$ cat config.mk
export PLATFORM = sky130hd
export DESIGN_NAME = running_enemy_sprite_fetch
export DESIGN_NICKNAME = d
export VERILOG_FILES = /design/src/rtl/running_enemy_pkg.sv /design/src/rtl/running_enemy_rom.sv /design/src/rtl/running_enemy_sprite_fetch.sv
export SDC_FILE = /design/constraint.sdc
export NUM_CORES = 1
export LEC_CHECK = 0
export CAP_MARGIN = 20
export CORE_ASPECT_RATIO = 1.25
export CORE_MARGIN = 4
export CORE_UTILIZATION = 48
export CTS_CLUSTER_DIAMETER = 40
export DETAILED_ROUTE_END_ITERATION = 8
export GPL_TIMING_DRIVEN = 0
export PLACE_DENSITY = 0.85
export SYNTH_ARGS = -nofsm -noshare
export SYNTH_HDL_FRONTEND = slang
export SYNTH_HIERARCHICAL = 1
export SYNTH_SLANG_ARGS = --single-unit
$ cat constraint.sdc
create_clock -name Clk -period 4.4 [get_ports Clk]
set_clock_uncertainty 0.1 [all_clocks]
set_input_delay 0.88 -clock Clk [delete_from_list [all_inputs] [get_ports Clk]]
set_output_delay 0.88 -clock Clk [all_outputs]
set_load 0.05 [all_outputs]
$ cat src/rtl/running_enemy_pkg.sv
// Shared types, geometry constants and sprite ROM contents for the running-enemy sprite fetch.
package running_enemy_pkg;

    localparam int unsigned SPRITE_W    = 32;
    localparam int unsigned SPRITE_H    = 32;
    localparam int unsigned RUN_FRAMES  = 6;
    localparam int unsigned SHOOT_FRAME = 6;
    localparam int unsigned FRAME_DIV   = 4;
    localparam int unsigned SHOOT_HOLD  = 8;

    localparam int unsigned X_W       = $clog2(SPRITE_W);
    localparam int unsigned Y_W       = $clog2(SPRITE_H);
    localparam int unsigned FRAME_W   = 3;
    localparam int unsigned IDX_W     = 3;
    localparam int unsigned COORD_W   = 10;
    localparam int unsigned ROM_DEPTH = (SHOOT_FRAME + 1) * SPRITE_W * SPRITE_H;
    localparam int unsigned ADDR_W    = $clog2(ROM_DEPTH);
    localparam int unsigned STEP_W    = $clog2(FRAME_DIV);
    localparam int unsigned HOLD_W    = $clog2(SHOOT_HOLD);

    localparam logic [IDX_W-1:0] TRANSPARENT_IDX = 3'd0;

    typedef enum logic [1:0] {
        IDLE  = 2'd0,
        RUN   = 2'd1,
        SHOOT = 2'd2
    } anim_state_t;

    // Sprite art as a closed-form pattern of {frame, y, x}; index 0 marks transparent pixels.
    function automatic logic [IDX_W-1:0] rom_word(input logic [ADDR_W-1:0] addr);
        logic [7:0] s;
        s = 8'(addr[X_W-1:0])
          + 8'(addr[X_W +: Y_W]) * 8'd3
          + 8'(addr[ADDR_W-1 -: FRAME_W]) * 8'd5;
        return s[IDX_W-1:0];
    endfunction

endpackage

$ cat src/rtl/running_enemy_rom.sv
// Sprite ROM: 3-bit palette indices, ROM_DEPTH words, one-cycle registered read.
module running_enemy_rom
    import running_enemy_pkg::*;
(
    input  logic              Clk,
    input  logic [ADDR_W-1:0] addr_i,
    output logic [IDX_W-1:0]  data_o
);

    logic [IDX_W-1:0] data_q;

    always_ff @(posedge Clk) begin
        data_q <= rom_word(addr_i);
    end

    assign data_o = data_q;

endmodule

$ cat src/rtl/running_enemy_sprite_fetch.sv
// Running-enemy pixel fetch (2-cycle pipeline) plus run/shoot animation FSM.
// Optional horizontal mirroring is enabled by defining RUNNING_ENEMY_MIRROR_EN.
module running_enemy_sprite_fetch
    import running_enemy_pkg::*;
(
    input  logic               Clk,
    input  logic               Reset,
    input  logic               frame_tick,
    input  logic               enemy_active,
    input  logic [COORD_W-1:0] enemy_x,
    input  logic [COORD_W-1:0] enemy_y,
    input  logic               facing_left,
    input  logic               shoot_req,
    input  logic [COORD_W-1:0] DrawX,
    input  logic [COORD_W-1:0] DrawY,
    output logic [IDX_W-1:0]   pixel_index,
    output logic               pixel_hit,
    output logic [FRAME_W-1:0] anim_frame,
    output logic               shoot_fire
);

    // S0: sprite-relative coordinates; negative results wrap high and fail the bound test.
    logic [COORD_W:0]  dx_c;
    logic [COORD_W:0]  dy_c;
    logic              inside_c;
    logic [X_W-1:0]    dx_eff_c;
    logic [ADDR_W-1:0] rom_addr_c;

    assign dx_c     = {1'b0, DrawX} - {1'b0, enemy_x};
    assign dy_c     = {1'b0, DrawY} - {1'b0, enemy_y};
    assign inside_c = enemy_active
                    & (dx_c < (COORD_W+1)'(SPRITE_W))
                    & (dy_c < (COORD_W+1)'(SPRITE_H));

`ifdef RUNNING_ENEMY_MIRROR_EN
    assign dx_eff_c = facing_left ? (X_W'(SPRITE_W - 1) - dx_c[X_W-1:0]) : dx_c[X_W-1:0];
`else
    logic unused_facing_c;
    assign unused_facing_c = facing_left;
    assign dx_eff_c        = dx_c[X_W-1:0];
`endif

    logic [FRAME_W-1:0] anim_frame_q;

    assign rom_addr_c = {anim_frame_q, dy_c[Y_W-1:0], dx_eff_c};

    // S1: ROM read with the inside flag travelling alongside.
    logic [IDX_W-1:0] rom_data;
    logic             inside_q;

    running_enemy_rom u_rom (
        .Clk    (Clk),
        .addr_i (rom_addr_c),
        .data_o (rom_data)
    );

    always_ff @(posedge Clk) begin
        if (Reset) begin
            inside_q <= 1'b0;
        end else begin
            inside_q <= inside_c;
        end
    end

    // S2: mask transparent and out-of-sprite pixels.
    logic [IDX_W-1:0] pixel_index_q;
    logic             pixel_hit_q;

    always_ff @(posedge Clk) begin
        if (Reset) begin
            pixel_index_q <= TRANSPARENT_IDX;
            pixel_hit_q   <= 1'b0;
        end else begin
            pixel_index_q <= inside_q ? rom_data : TRANSPARENT_IDX;
            pixel_hit_q   <= inside_q & (rom_data != TRANSPARENT_IDX);
        end
    end

    // Animation FSM: frame_tick-driven except for the pending-shot latch.
    anim_state_t        state_q, state_d;
    logic [STEP_W-1:0]  step_q, step_d;
    logic [HOLD_W-1:0]  hold_q, hold_d;
    logic [FRAME_W-1:0] anim_frame_d;
    logic               pending_q, pending_d;
    logic               shoot_fire_q, shoot_fire_d;
    logic               shot_c;

    assign shot_c = pending_q | shoot_req;

    always_ff @(posedge Clk) begin
        if (Reset) begin
            state_q      <= IDLE;
            step_q       <= '0;
            hold_q       <= '0;
            anim_frame_q <= '0;
            pending_q    <= 1'b0;
            shoot_fire_q <= 1'b0;
        end else begin
            state_q      <= state_d;
            step_q       <= step_d;
            hold_q       <= hold_d;
            anim_frame_q <= anim_frame_d;
            pending_q    <= pending_d;
            shoot_fire_q <= shoot_fire_d;
        end
    end

    always_comb begin
        state_d      = state_q;
        step_d       = step_q;
        hold_d       = hold_q;
        anim_frame_d = anim_frame_q;
        shoot_fire_d = 1'b0;
        pending_d    = (state_q == RUN) ? shot_c : 1'b0;

        if (frame_tick) begin
            if (!enemy_active) begin
                state_d      = IDLE;
                step_d       = '0;
                hold_d       = '0;
                anim_frame_d = '0;
                pending_d    = 1'b0;
            end else begin
                case (state_q)
                    IDLE: begin
                        state_d      = RUN;
                        step_d       = '0;
                        anim_frame_d = '0;
                    end
                    RUN: begin
                        if (shot_c) begin
                            state_d      = SHOOT;
                            anim_frame_d = FRAME_W'(SHOOT_FRAME);
                            hold_d       = '0;
                            shoot_fire_d = 1'b1;
                            pending_d    = 1'b0;
                        end else if (step_q == STEP_W'(FRAME_DIV - 1)) begin
                            step_d       = '0;
                            anim_frame_d = (anim_frame_q == FRAME_W'(RUN_FRAMES - 1))
                                         ? '0 : anim_frame_q + FRAME_W'(1);
                        end else begin
                            step_d = step_q + STEP_W'(1);
                        end
                    end
                    SHOOT: begin
                        if (hold_q == HOLD_W'(SHOOT_HOLD - 1)) begin
                            state_d      = RUN;
                            step_d       = '0;
                            anim_frame_d = '0;
                        end else begin
                            hold_d = hold_q + HOLD_W'(1);
                        end
                    end
                    default: state_d = IDLE;
                endcase
            end
        end
    end

    assign pixel_index = pixel_index_q;
    assign pixel_hit   = pixel_hit_q;
    assign anim_frame  = anim_frame_q;
    assign shoot_fire  = shoot_fire_q;

endmodule
; After elaboration in Yosys (flattened, before gate mapping)
; Cells that the tools add are included.
[classes]
muxes = 25
div_mod_pow = 0
multipliers = 2
eq_ne = 12
shifts = 0
n_bitwise = 8
addsub = 7
reduce_logical = 8
n_lt_le_gt_ge = 2
[ops]
columns = cell, n
row1 = two-way mux 3 bit, 8
row2 = less-than comparator 11 x 6 -> 1 bit (second input constant), 2
row3 = subtractor 10 x 10 -> 11 bit, 2
row4 = two-way mux 2 bit, 7
row5 = inequality test 3 bit (second input constant), 4
row6 = case mux 2 bit (3 select lines), 2
row7 = AND reduction 4 bit, 3
row8 = case mux 3 bit (3 select lines), 1
row9 = adder 3 x 1 -> 3 bit (second input constant), 2
row10 = adder 3 bit, 2
row11 = == test 3 bit (second input constant), 2
row12 = two-way mux 1 bit, 6
row13 = case mux 3 bit (2 select lines), 1
row14 = multiplier 5 x 2 -> 3 bit (second input constant), 1
row15 = == test 2 bit (second input constant), 2
row16 = inequality test 4 x 1 -> 1 bit (second input constant), 1
row17 = inequality test 4 x 3 -> 1 bit (second input constant), 1
row18 = inverter 1 bit, 4
row19 = OR reduction 4 bit, 1
row20 = bitwise AND 1 bit, 3
row21 = multiplier 3 x 3 -> 3 bit (second input constant), 1
row22 = inequality test 3 x 1 -> 1 bit (second input constant), 1
row23 = AND reduction 3 bit, 1
row24 = nonzero test 3 bit, 1
row25 = other kinds (5), 5
[word_totals]
in_bits = 46
romBits = 0
latch_bits = 0
out_inout_bits = 8
ram_bits = 0
memories = 0
ff_bits = 20

; Depth between registers and ports, before layout
; Gate-level depths: netlist of the first run.
[depth]
ltp_word = 6
ltp_mapped = 10
mapped_depth_nobuf = 10

; By module
; The synthesis of the first run kept the hierarchy.
[modules_own_cells]
columns = mod, instances, area_each_um2, seq_area_each_um2, cells_each
row1 = running_enemy_sprite_fetch, 1, 1672.9, 340.3, 222
row2 = running_enemy_rom, 1, 225.2, 60.1, 16

; Least setup slack after synthesis of the first run
; OpenSTA, ideal clock, no wires.
[synth_path]
path_type = input -> register
from = in DrawY[0]
to = reg inside_q
setup_time_ns = 0.088
required_ns = 4.212
path_slack_ns = 1.009
path_buffers = 0
arrival_ns = 3.203
path_stages = 10
path_cell_list = inv_1 -> ha_1 -> inv_1 -> fa_1 -> a21o_1 -> a221o_1 -> or3b_1 -> a221o_1 -> a2111o_1 -> nor4_2
[synth_between]
elab_chain_cells = 3
[synth_lines]
columns = item, line_no
row1 = "start, declared", running_enemy_sprite_fetch.sv:15  ; input logic [COORD_W-1:0] DrawY,
row2 = subtractor 10 x 10 -> 11 bit, running_enemy_sprite_fetch.sv:30  ; assign dy_c = {1'b0, DrawY} - {1'b0, enemy_y};
row3 = less-than comparator 11 x 6 -> 1 bit, running_enemy_sprite_fetch.sv:33  ; & (dy_c < (COORD_W+1)'(SPRITE_H));
row4 = bitwise AND 1 bit, running_enemy_sprite_fetch.sv:33
row5 = "end signal, assigned", running_enemy_sprite_fetch.sv:61  ; inside_q <= inside_c;
row6 = "end, declared", running_enemy_sprite_fetch.sv:49  ; logic inside_q;
; Every way passes these cells.
; A chain may end at the register's enable or synchronous reset.

; Worst setup path after layout of the first run
[layout_path]
from = in enemy_y[0]
to = reg inside_q
[layout_between]
elab_chain_cells = 3
[layout_lines]
columns = item, line_no
row1 = "start, declared", running_enemy_sprite_fetch.sv:11  ; input logic [COORD_W-1:0] enemy_y,
row2 = subtractor 10 x 10 -> 11 bit, running_enemy_sprite_fetch.sv:30
row3 = less-than comparator 11 x 6 -> 1 bit, running_enemy_sprite_fetch.sv:33
row4 = bitwise AND 1 bit, running_enemy_sprite_fetch.sv:33
; Every way passes these cells.

==> results.cfg, run 1 <==
[detailed_routing]
drc = 0
dr.pass1.iters = 5
ant_nets = 0
wl_um = 4110
vias = 1837
first_iter_violations = 88
vias_per_cell = 5.70
routedWlPerCell_um = 12.8

[clocking]
cts_tree = built
post_cts_buffers = 0
post_cts_resized = 0
clock_path_buffers = 2
clk_latency_ns = 0.27
cts_buffers = 3
clock-sinks = 20
clk_pin_slew_ns = 0.07
htree_levels = 1
holdBufCountCts = 0
cts-root-buf = clkbuf_8

[critical_path]
crit_top_cell = a221o_1
setup.worst_path.end_class = flop
slowest_stage = clkdlybuf4s50_1
worstPathArrival_ns = 3.80
critPathMaxFanout = 2
startpoint = enemy_y[0]
cp_top_family = compound AO/OA/AOI/OAI gates
crit_chain = clkdlybuf4s50_1 -> ha_1 -> inv_1 -> fa_1 -> a21o_1 -> a221o_1 -> or3b_1 -> a221o_1 -> a2111o_1 -> nor4_2
worst_path_largest_cell_delay_ns = 0.46
r2r_start = hold_q[0]$_SDFFE_PP0P_
worstSetupPathType = input port to flop
required_ns = 4.48
cp_num_buf_inv = 2
worst_setup_path_start_kind = input port

[timing]
period_minus_slack_ns = 3.72
fmax_mhz = 269
maxSlewViolCount = 0
final_hold_viol_count = 0
rsz0062_at_grt = false
fin_ws_ns = 0.676
worst_pin_slew_ns = 0.822
slew_headroom_pct = 44.5
setup_viol = 0
hold_ws_ns = 0.346
finalCritPeriodShare_pct = 84.6
timing.setup.tns_ns = 0

[floorplan]
fp.coreArea_sq_um = 3570
chipWidth_um = 63.3
start_util_pct = 51.4
rows = 24
ios = 54
dieArea_sq_um = 4890
die_h_um = 77.2

[pwr]
p_leak_nw = 1.09
power-per-cell-area_nw_per_um2 = 232
ir_drop_mv = 0.0968

[synthesis]
synthesis.nets = 304
synth.avg_cell_area_sq_um = 8.09
ys_warn_count = 6
syn_inst = 227
synth_area_sq_um = 1840

[final_layout]
fin_cells = 322
antenna_cells = 0
finalNetCount = 361
post-route-util_pct = 68.9
layout-drive-gt1-share_pct = 2.47
area_growth_pct = 34.0

[run]
cap_viol_max_count = 0

[placement]
dp_cells = 318
dp_hpwl_um = 3420
gpl.final_weighted_congestion = 0.904
portBuffers = 52
post-place-ws_ns = 0.396

[global_routing]
grt_pass1_wl_um = 6820
antenna_found_initial = 0
grt_max_degree = 12
grt_pass1_vias = 1716
grt-ovfl-total = 0
grt.total_usage_pct = 17.0

[hold_path]
hp-class = flop to flop
hp-start = u_rom/data_o[2]$_DFF_P_

[run_status]
status = finished clean
-- path summary, 6_finish.rpt --
check | to | slack (ns) | cells after the start
worst max-delay path | inside_q$_SDFF_PP0_ | 0.68 | 10
worst min-delay path | pixel_index[2]$_SDFF_PP0_ | 0.35 | 1
worst max register to register | anim_frame[0]$_SDFFE_PP0P_ | 2.42 | 7
worst min register to register | pixel_index[2]$_SDFF_PP0_ | 0.35 | 1
-- sequential cells by signal, indices dropped and copies added, names as in the netlist --
name and cells:
pixel_index 3, u_rom/data_o 3, shoot_fire 1, hold_q 3
inside_q 1, pixel_hit 1, state_q 2, pending_q 1
step_q 2, anim_frame 3
-- power breakdown --
group | switching, W | internal [W] | total, W
Clock | 0.0000606 | 0.0000799 | 0.000140
Combinational | 0.000106 | 0.000124 | 0.000230
Sequential | 0.00000457 | 0.000195 | 0.000200
-- cell type report --
| class | count | area [sq um] |
|---|---|---|
| Timing Repair Buffer | 52 | 520 |
| Buffer | 1 | 3.75 |
| Tap cell | 39 | 48.8 |
| Multi-Input combinational cell | 175 | 1320 |
| Inverter | 31 | 116 |
| Sequential cell | 20 | 400 |
| Fill cell | 308 | 1110 |
| Clock buffer | 4 | 55.1 |
-- per-stage QoR --
stage	total power, W	instance area (sq um)
floorplan	0.000357	1840
global placement	0.000424	2410
detailed placement	0.000432	2410
CTS	0.000572	2460
global route	0.000609	2460
finish	0.000570	2460
-- worst reg2reg max path, stage by stage, from the launching register on --
cell and delay, ns:
dfxtp_1 0.36, ha_1 0.16, ha_1 0.18, nand2b_1 0.06
a31oi_1 0.27, nor4b_1 0.47, nand3b_1 0.13, a21oi_1 0.16
-- placed cells by master (no fill, tap or decap), types with 6 or more instances in the layout --
master	n
a21oi_1	18
clkdlybuf4s50_1	52
dfxtp_1	20
ha_1	28
inv_1	31
nand2_1	10
nand2b_1	6
nor2_1	22
nor2b_1	7
nor4_1	6
o21ai_0	12
xnor2_1	6
-- per-layer routing --
metal | track usage (%) | vias to the layer above | part of all wire (%)
met4 | 7.78 | 0 | 2.4
li1 | - | 931 | -
met2 | 32.6 | 64 | 53
met1 | 17.4 | 833 | 39
met5 | 0 | - | 0
met3 | 3.07 | 9 | 5.1
No activity file was read; power rests on OpenSTA's default activity.
==> inputs of run 2 (changes only) <==
--- a/config.mk
+++ b/config.mk
@@ -8,11 +8,11 @@
 export CAP_MARGIN = 20
 export CORE_ASPECT_RATIO = 1.25
 export CORE_MARGIN = 4
-export CORE_UTILIZATION = 48
+export CORE_UTILIZATION = 44
 export CTS_CLUSTER_DIAMETER = 40
 export DETAILED_ROUTE_END_ITERATION = 8
 export GPL_TIMING_DRIVEN = 0
-export PLACE_DENSITY = 0.85
+export PLACE_DENSITY = 0.83
 export SYNTH_ARGS = -nofsm -noshare
 export SYNTH_HDL_FRONTEND = slang
 export SYNTH_HIERARCHICAL = 1
==> constraint.sdc (replaced) <==
create_clock -name Clk -period 3.4 [get_ports Clk]
set_clock_uncertainty 0.1 [all_clocks]
set_input_delay 0.68 -clock Clk [delete_from_list [all_inputs] [get_ports Clk]]
set_output_delay 0.68 -clock Clk [all_outputs]
set_load 0.05 [all_outputs]
==> run 2 against run 1 <==
- setup slack lost 0.54 ns
- total power is 29% higher
- cell area up 2.2%
- highest routed layer unchanged
- global-route usage shrank 1.4 points
- wire length shrank 1.3%
- non-clock buffer count rose by 3
- largest power group unchanged
- sequential cell count is the same
- count of clock-buffer cells in the layout did not move
- combinational power grew 29%
- hold slack gained 0.0062 ns
==> results.cfg, run 2 (same netlist as run 1, synthesis figures left out) <==
[timing]
period_minus_slack_ns = 3.27
timing.setup.tns_ns = 0
finalCritPeriodShare_pct = 96.0
worst_pin_slew_ns = 0.832
fmax_mhz = 306
maxSlewViolCount = 0
slew_headroom_pct = 43.8
final_hold_viol_count = 0
setup_viol = 0
hold_ws_ns = 0.352
rsz0062_at_grt = false

[critical_path]
worst_setup_path_start_kind = input port
worstPathArrival_ns = 3.34
startpoint = enemy_y[5]
setup.worst_path.end_class = flop
worstSetupPathType = input port to flop
critPathMaxFanout = 7
reg2reg_depth = 6
required_ns = 3.47
r2r_end = anim_frame[1]$_SDFFE_PP0P_
r2r_setup_slack_ns = 1.39
r2r_start = state_q[1]$_SDFFE_PP0P_

[final_layout]
layout_common_cells = clkdlybuf4s50_1, inv_1, ha_1
final_common_cell = clkdlybuf4s50_1
area_growth_pct = 36.9
finalInstanceArea_sq_um = 2510
finalNetCount = 364
layout-drive-gt1-share_pct = 4.55
antenna_cells = 0

[pwr]
pwr-share-clk_pct = 24.3
power-per-cell-area_nw_per_um2 = 292
power_w = 0.000734
p_switching_w = 0.000216
seqPwrFrac_pct = 35.2
p_leak_nw = 1.12
p_sw_share_pct = 29.4
ir_drop_mv = 0.114
p_comb_share_pct = 40.5
p_int_w = 0.000518

[floorplan]
ios = 54
die_h_um = 80.2
start_util_pct = 45.2
chipWidth_um = 65.8
fp.coreArea_sq_um = 4070
rows = 26
dieArea_sq_um = 5280

[placement]
portBuffers = 52
dp_hpwl_um = 3270
placedInstanceArea_sq_um = 2430
gpl.final_weighted_congestion = 0.861

[hold_path]
hp-start = u_rom/data_o[0]$_DFF_P_
hp-class = flop to flop
hold_end = pixel_index[0]$_SDFF_PP0_
worstHoldPathCells = 1

[clocking]
clock_path_buffers = 2
clock-sinks = 20
htree_levels = 1
clk_latency_ns = 0.26
cts_buffers = 3
clk_pin_slew_ns = 0.07
cts_tree = built
cts-root-buf = clkbuf_8

[detailed_routing]
first_iter_violations = 181
wl_um = 4060
vias = 1829
routedWlPerCell_um = 11.9
ant_nets = 0
dr.pass1.iters = 4
vias_per_cell = 5.35
drc = 0

[global_routing]
grt_max_degree = 12
antenna_found_initial = 0
grt_pass1_wl_um = 6780
grt.total_usage_pct = 15.6
grt_pass1_vias = 1714
grt-ovfl-total = 0

[run_status]
status = finished clean

[run]
cap_viol_max_count = 0
run 2: cell count changes in the layout (fill, tap and decap cells not counted), sizes merged:
| cell | change |
|---|---|
| buf | +3 |
| dlymetal6s2s | +2 |
| clkdlybuf4s50 | -2 |
run 2: metrics by stage:
stage                     worst slack, ns  instances  util, %
after floorplan                     0.223        227        -
after global placement             -0.372        335     59.7
after detailed placement           -0.379        335     59.7
after CTS                          0.0114        340     61.4
after global routing               0.0184        342     61.8
final                               0.134        342     61.8
run 2: worst max-delay path by stage:
stage / endpoint / slack, ns / cells past startpoint
after floorplan: inside_q$_SDFF_PP0_ / 0.22 / 10
after global placement: inside_q$_SDFF_PP0_ / -0.37 / 10
after detailed placement: inside_q$_SDFF_PP0_ / -0.38 / 10
after CTS: inside_q$_SDFF_PP0_ / 0.01 / 10
after global routing: inside_q$_SDFF_PP0_ / 0.02 / 9
final: inside_q$_SDFF_PP0_ / 0.13 / 9
run 2: layout make-up:
cell class / instances / area (sq um)
inverters: 31 / 116
repair buffers: 55 / 548
multi-input cells: 175 / 1320
well taps: 56 / 70.1
clock buffers: 4 / 55.1
plain buffers: 1 / 3.75
flip-flops and latches: 20 / 400
fillers: 374 / 1550
run 2: critical path: stages:
cell             delay, ns
clkdlybuf4s50_1       0.45
inv_1                 0.04
ha_1                  0.36
and3_2                0.25
a221o_1               0.31
or3b_1                0.37
a221o_1               0.32
a2111o_1              0.29
nor4_2                0.26
run 2: power by group through the flow:
stage	clock network, W	logic (W)	registers, W
floorplan	0	0.000197	0.000266
global placement	0	0.000287	0.000263
detailed placement	0	0.000293	0.000264
CTS	0.000182	0.000296	0.000259
global route	0.000190	0.000335	0.000260
finish	0.000179	0.000297	0.000258
run 2: what timing repair did:
| action | in CTS | in global routing |
|---|---|---|
| hold buffers | 0 | 0 |
| buffers inserted | 1 | 2 |
| resized for setup | 2 | 3 |
| setup endpoints to repair | 1 | 1 |
| pin swaps | 3 | 8 |
run 2: routing by layer:
layer	GRT usage [%]	vias to the layer above	routed length (um)
met5	0	-	0
met4	7.05	0	130
met3	1.68	15	259
met2	30.5	66	2100
met1	16.2	809	1570
li1	-	939	-
==> inputs of run 3 (changes only) <==
--- a/config.mk
+++ b/config.mk
@@ -13,6 +13,7 @@
 export DETAILED_ROUTE_END_ITERATION = 8
 export GPL_TIMING_DRIVEN = 0
 export PLACE_DENSITY = 0.83
+export SLEW_MARGIN = 25
 export SYNTH_ARGS = -nofsm -noshare
 export SYNTH_HDL_FRONTEND = slang
 export SYNTH_HIERARCHICAL = 1
==> results of run 3 <==
Same layout as run 2: the final DEF is identical, and so are final timing and power.
